`src/rtl/othello_move_ctrl.sv`:
```
// Executes one Othello move on the board RAM: checks the origin, scans eight directions, flips runs, then places.
// Latency 2 + 2/scanned cell + 1/flip + 1 (place, legal only) + 1 (done); start is ignored while busy.
module othello_move_ctrl #(
   parameter int BW = 7,
   parameter int CW = 5
) (
   input  logic          clock_i,
   input  logic          reset_i,
   input  logic          start_i,
   input  logic [BW-1:0] move_addr_i,
   input  logic          player_i,
   input  logic [1:0]    mem_rdata_i,
   output logic [BW-1:0] mem_addr_o,
   output logic [1:0]    mem_wdata_o,
   output logic          mem_wren_o,
   output logic          busy_o,
   output logic          done_o,
   output logic          valid_o,
   output logic [CW-1:0] flip_count_o
);

   typedef enum logic [2:0] {
      IDLE, RD_ORIG, CHK_ORIG, SCAN_RD, SCAN_CHK, FLIP, PLACE, DONE
   } state_t;

   state_t        state_q;
   logic [BW-1:0] origin_q, pos_q, mem_addr_q;
   logic [1:0]    own_q, mem_wdata_q;
   logic [2:0]    dir_q, run_q;
   logic [CW-1:0] flip_count_q;
   logic          valid_q, done_q, busy_q, mem_wren_q;

   // Direction offsets wrap modulo 2^BW, so subtraction walks back toward the origin.
   function automatic logic [BW-1:0] dir_off(input logic [2:0] d);
      case (d)
         3'd0:    dir_off = BW'(-11);
         3'd1:    dir_off = BW'(-10);
         3'd2:    dir_off = BW'(-9);
         3'd3:    dir_off = BW'(-1);
         3'd4:    dir_off = BW'(1);
         3'd5:    dir_off = BW'(9);
         3'd6:    dir_off = BW'(10);
         default: dir_off = BW'(11);
      endcase
   endfunction

   logic [2:0]    dir_nxt_d;
   logic [BW-1:0] pos_fwd_d, pos_bck_d, adv_pos_d;
   logic [1:0]    opp_d;

   assign dir_nxt_d = dir_q + 3'd1;
   assign pos_fwd_d = pos_q + dir_off(dir_q);
   assign pos_bck_d = pos_q - dir_off(dir_q);
   assign adv_pos_d = origin_q + dir_off(dir_nxt_d);
   assign opp_d     = ~own_q;

   assign mem_addr_o   = mem_addr_q;
   assign mem_wdata_o  = mem_wdata_q;
   assign mem_wren_o   = mem_wren_q;
   assign busy_o       = busy_q;
   assign done_o       = done_q;
   assign valid_o      = valid_q;
   assign flip_count_o = flip_count_q;

   always_ff @(posedge clock_i) begin
      if (reset_i) begin
         state_q      <= IDLE;
         origin_q     <= '0;
         pos_q        <= '0;
         own_q        <= 2'b01;
         dir_q        <= '0;
         run_q        <= '0;
         flip_count_q <= '0;
         valid_q      <= 1'b0;
         done_q       <= 1'b0;
         busy_q       <= 1'b0;
         mem_addr_q   <= '0;
         mem_wdata_q  <= '0;
         mem_wren_q   <= 1'b0;
      end else begin
         done_q     <= 1'b0;
         mem_wren_q <= 1'b0;
         case (state_q)
            IDLE: begin
               if (start_i) begin
                  origin_q     <= move_addr_i;
                  own_q        <= player_i ? 2'b10 : 2'b01;
                  valid_q      <= 1'b0;
                  flip_count_q <= '0;
                  run_q        <= '0;
                  dir_q        <= '0;
                  mem_addr_q   <= move_addr_i;
                  busy_q       <= 1'b1;
                  state_q      <= RD_ORIG;
               end
            end
            RD_ORIG: state_q <= CHK_ORIG;
            CHK_ORIG: begin
               if (mem_rdata_i != 2'b00) begin
                  done_q  <= 1'b1;
                  state_q <= DONE;
               end else begin
                  pos_q      <= origin_q + dir_off(3'd0);
                  mem_addr_q <= origin_q + dir_off(3'd0);
                  run_q      <= '0;
                  state_q    <= SCAN_RD;
               end
            end
            SCAN_RD: state_q <= SCAN_CHK;
            SCAN_CHK: begin
               if (mem_rdata_i == opp_d) begin
                  run_q      <= run_q + 3'd1;
                  pos_q      <= pos_fwd_d;
                  mem_addr_q <= pos_fwd_d;
                  state_q    <= SCAN_RD;
               end else if (mem_rdata_i == own_q && run_q != 3'd0) begin
                  pos_q       <= pos_bck_d;
                  mem_addr_q  <= pos_bck_d;
                  mem_wdata_q <= own_q;
                  mem_wren_q  <= 1'b1;
                  state_q     <= FLIP;
               end else if (dir_q != 3'd7) begin
                  dir_q      <= dir_nxt_d;
                  pos_q      <= adv_pos_d;
                  mem_addr_q <= adv_pos_d;
                  run_q      <= '0;
                  state_q    <= SCAN_RD;
               end else if (flip_count_q != '0) begin
                  mem_addr_q  <= origin_q;
                  mem_wdata_q <= own_q;
                  mem_wren_q  <= 1'b1;
                  state_q     <= PLACE;
               end else begin
                  done_q  <= 1'b1;
                  state_q <= DONE;
               end
            end
            FLIP: begin
               flip_count_q <= flip_count_q + CW'(1);
               run_q        <= run_q - 3'd1;
               if (run_q != 3'd1) begin
                  pos_q      <= pos_bck_d;
                  mem_addr_q <= pos_bck_d;
                  mem_wren_q <= 1'b1;
               end else if (dir_q != 3'd7) begin
                  dir_q      <= dir_nxt_d;
                  pos_q      <= adv_pos_d;
                  mem_addr_q <= adv_pos_d;
                  run_q      <= '0;
                  state_q    <= SCAN_RD;
               end else begin
                  // At least one flip has just been written, so the move is legal.
                  mem_addr_q <= origin_q;
                  mem_wren_q <= 1'b1;
                  state_q    <= PLACE;
               end
            end
            PLACE: begin
               valid_q <= 1'b1;
               done_q  <= 1'b1;
               state_q <= DONE;
            end
            DONE: begin
               busy_q  <= 1'b0;
               state_q <= IDLE;
            end
            default: state_q <= IDLE;
         endcase
      end
   end

endmodule
```
`config.mk`:
```
export PLATFORM = sky130hd
export DESIGN_NAME = othello_move_ctrl
export DESIGN_NICKNAME = d
export VERILOG_FILES = /design/src/rtl/othello_move_ctrl.sv
export SDC_FILE = /design/constraint.sdc
export NUM_CORES = 1
export LEC_CHECK = 0
export BUFFER_PORTS_ARGS = -buffer_cell sky130_fd_sc_hd__buf_2
export CELL_PAD_IN_SITES_DETAIL_PLACEMENT = 0
export CELL_PAD_IN_SITES_GLOBAL_PLACEMENT = 1
export CORE_MARGIN = 4
export CORE_UTILIZATION = 45
export CTS_CLUSTER_SIZE = 8
export DETAILED_ROUTE_END_ITERATION = 6
export HOLD_SLACK_MARGIN = 0.08
export MAX_ROUTING_LAYER = met4
export PLACE_DENSITY = 0.93
export SYNTH_ARGS = -nofsm -noshare
export SYNTH_HDL_FRONTEND = slang
export SYNTH_SLANG_ARGS = --single-unit
```
`constraint.sdc`:
```
create_clock -name clock_i -period 4.5 [get_ports clock_i]
set_input_delay 0.45 -clock clock_i [delete_from_list [all_inputs] [get_ports clock_i]]
set_output_delay 0.45 -clock clock_i [all_outputs]
set_load 0.03 [all_outputs]
```
==> impl_metrics.tcl <==
set metrics [dict create \
    outcome "finished clean" \
    r2r_start "dir_q[0]" \
    drc 0 \
    syn2layout_area_growth_pct 7.11 \
    htreeDepth 2 \
    seq_area_frac_synth_pct 22.9 \
    p_leak_nw 1.66 \
    min_period_ns 3.96 \
    nFillCells 828 \
    diodes 0 \
    clock-sinks 43 \
    ir_worst_vdd_uv 161 \
    skew_ns 0.0123 \
    synth_nets 549 \
    stdcell_area_um2 4030 \
    syn_avg_cell_area_um2 7.48 \
    r2r-end "mem_addr_o[6]" \
    ys_top_cells_by_area "dfxtp_1 (23%), ha_1 (10%), a21oi_1 (7.3%)" \
    initial_core_util_pct 46.0 \
    crit_chain "inv_1, ha_1, or2_2, o31ai_1, inv_1, fa_1, a21oi_1, o21bai_1, a31oi_1, xnor2_1, a221oi_2, a211oi_1, nor4_2" \
    grt_max_degree 43 \
    max_stage_delay_ns 0.53 \
    io-pin-count 31 \
    synth.cell_area_um2 3760 \
    slew_violations 0 \
    synth.distinct_cells 70 \
    grt_pass1_wl_mm 18.7 \
    cts_tree "built" \
    drt-initial-drc-count 339 \
    num_vias 3731 \
    antenna_found_initial 0 \
    dr.pass1.iters 5 \
    fmax_ghz 0.253 \
    drv_cap 0 \
    endpoint_kind "flop" \
    post_cts_buffers 0 \
    clock_latency_ns 0.30 \
    ys_ff_latch 43 \
    synth_top_area_share_pct 22.9 \
    cts_buffer_depth 2 \
    numCtsBuffers 5 \
    synth_top_area_cell "dfxtp_1" \
    synth_edf_count 0 \
    critical_path_arrival_ns 4.18 \
    cts_resized 0 \
    finalSetupViolCount 0 \
    final_nets 561 \
    final_common_cell "nor2_1" \
    hold_depth 3 \
    die_width_um 99.5 \
    totalWireLength_mm 11.6 \
    crit_slowest_cell "o31ai_1" \
    relSlewSlack_pct 40.7 \
    cts_hold_buf 0 \
    io_buffers 30 \
    whs_ns 0.399 \
    hold_path_end "origin_q[3]" \
    path_clk_slew_ns 0.09 \
    core_area_um2 8180 \
    wire_per_inst_um 18.7 \
    tightestPinTransition_ns 0.886 \
    rows 33 \
    critPathTopFamily "compound AO/OA/AOI/OAI gates" \
    min-delay-start "move_addr_i[3]" \
    grt-ovfl-total 0 \
    finalSetupTns_ns 0 \
    path_buf_inv 2 \
    start_kind "flop" \
    reg2regPathDepth 13 \
    detail-route-antenna-nets 0 \
    path_class "flop to flop" \
    grt_usage_pct 24.5 \
    worstPathRequired_ns 4.72 \
    async_flop_share_pct 0 \
    rsz0062_at_grt "no" \
    cpMostUsedCell "inv_1" \
    grt_pass1_vias 3596 \
    power.density_nw_per_um2 302 \
    yosys_warnings 0 \
    cts_root_buf "clkbuf_8" \
    hp-class "input pin to flop" \
    synth_top_flop_cell "dfxtp_1" \
    place_area_um2 3950 \
    mostFrequentLayoutCells "nor2_1 (62), a21oi_1 (55), nand2_1 (54)" \
    drive_above_1_share_pct 10.1 \
    crit_fanout 9 \
    via_per_inst 6.01 \
    die_area_um2 9890 \
    dp_hpwl_mm 8.57 \
    hold_viol 0 \
    finalCritPeriodShare_pct 87.9 \
    syn_inst 503 \
    fp.dieH_um 99.5 \
    gp_congestion 1.02 \
    r2r_setup_slack_ns 0.54 \
]
metal layers:
layer / routed length [µm] / up-vias / GRT usage, % / part of all wire, %
met3: 626 / 18 / 4.28 / 5.4
met2: 5260 / 132 / 38.2 / 45
met5: 0 / - / - / 0
met1: 5410 / 1765 / 31.7 / 47
met4: 311 / 0 / 9.14 / 2.7
li1: - / 1816 / - / -
where the power goes:
group          internal [mW]  total, mW  switching [mW]
Combinational          0.173      0.495           0.321
Sequential             0.415      0.469          0.0537
Clock                  0.109      0.256           0.147
Total                  0.698       1.22           0.522
synth_stat cells (6+ instances only):
cell type / count
nor2_1: 62
a21oi_1: 55
nand2_1: 54
dfxtp_1: 43
ha_1: 30
o21ai_0: 30
inv_1: 22
a211oi_1: 16
clkbuf_1: 16
xnor2_1: 15
nand3_1: 11
buf_2: 10
xor2_1: 10
nand2b_1: 9
a31oi_1: 8
nor2b_1: 6
nor3_1: 6
logic make-up (layout without fill, tap and decap cells):
logic type | Yosys count | after routing | share of synthesized area, %
buffers and inverters | 50 | 63 | 5.42
AOI/OAI and AO/OA | 171 | 171 | 29.9
adders and majority gates | 34 | 34 | 11.8
xor gates and xnor gates | 26 | 26 | 6.25
muxes | 6 | 6 | 1.63
and+or+nand+nor | 173 | 173 | 22.1
DFF | 43 | 43 | 22.9
final cells by class:
| class | instances | area (µm²) | share of cell area [%] |
|---|---|---|---|
| multi-input cells | 410 | 2700 | 66.9 |
| flip-flops and latches | 43 | 861 | 21.4 |
| clock inverters | 2 | 12.5 | 0.310 |
| inverters | 22 | 82.6 | 2.05 |
| clock buffers | 6 | 72.6 | 1.80 |
| repair buffers | 33 | 173 | 4.28 |
| well taps | 105 | 131 | 3.26 |
how the worst max path moves through the flow:
stage / start / to / slack (ns) / cells after the start
2_1_floorplan: dir_q[0] / pos_q[4] / 0.83 / 15
3_3_place_gp: dir_q[0] / mem_addr_o[6] / 0.79 / 13
3_5_place_dp: dir_q[0] / mem_addr_o[6] / 0.61 / 13
4_1_cts: dir_q[0] / mem_addr_o[6] / 0.58 / 13
5_1_grt: dir_q[0] / mem_addr_o[6] / 0.26 / 13
6_report: dir_q[0] / mem_addr_o[6] / 0.54 / 13
stage by stage:
step / std cells / utilization [%] / setup slack (ns) / power, mW
after floorplan: 503 / - / 0.829 / 0.827
after global placement: 613 / 48.3 / 0.791 / 0.956
after detailed placement: 613 / 48.3 / 0.611 / 0.961
after CTS: 621 / 49.3 / 0.582 / 1.22
after global routing: 621 / 49.3 / 0.265 / 1.29
final: 621 / 49.3 / 0.543 / 1.22
flip-flops by register name, indices dropped and copies added (netlist names), 2 cells and up:
register,count
flip_count_o,5
origin_q,7
state_q,3
mem_wdata_o,2
own_q,2
dir_q,3
pos_q,7
mem_addr_o,7
run_q,3
worst register-to-register path, stage by stage (launching register included):
cell and delay [ns]:
dfxtp_1 0.50, inv_1 0.15, ha_1 0.27, or2_2 0.32, o31ai_1 0.53, inv_1 0.18
fa_1 0.50, a21oi_1 0.15, o21bai_1 0.14, a31oi_1 0.24, xnor2_1 0.16, a221oi_2 0.38
a211oi_1 0.14, nor4_2 0.21
(Power assumes the default switching activity.)
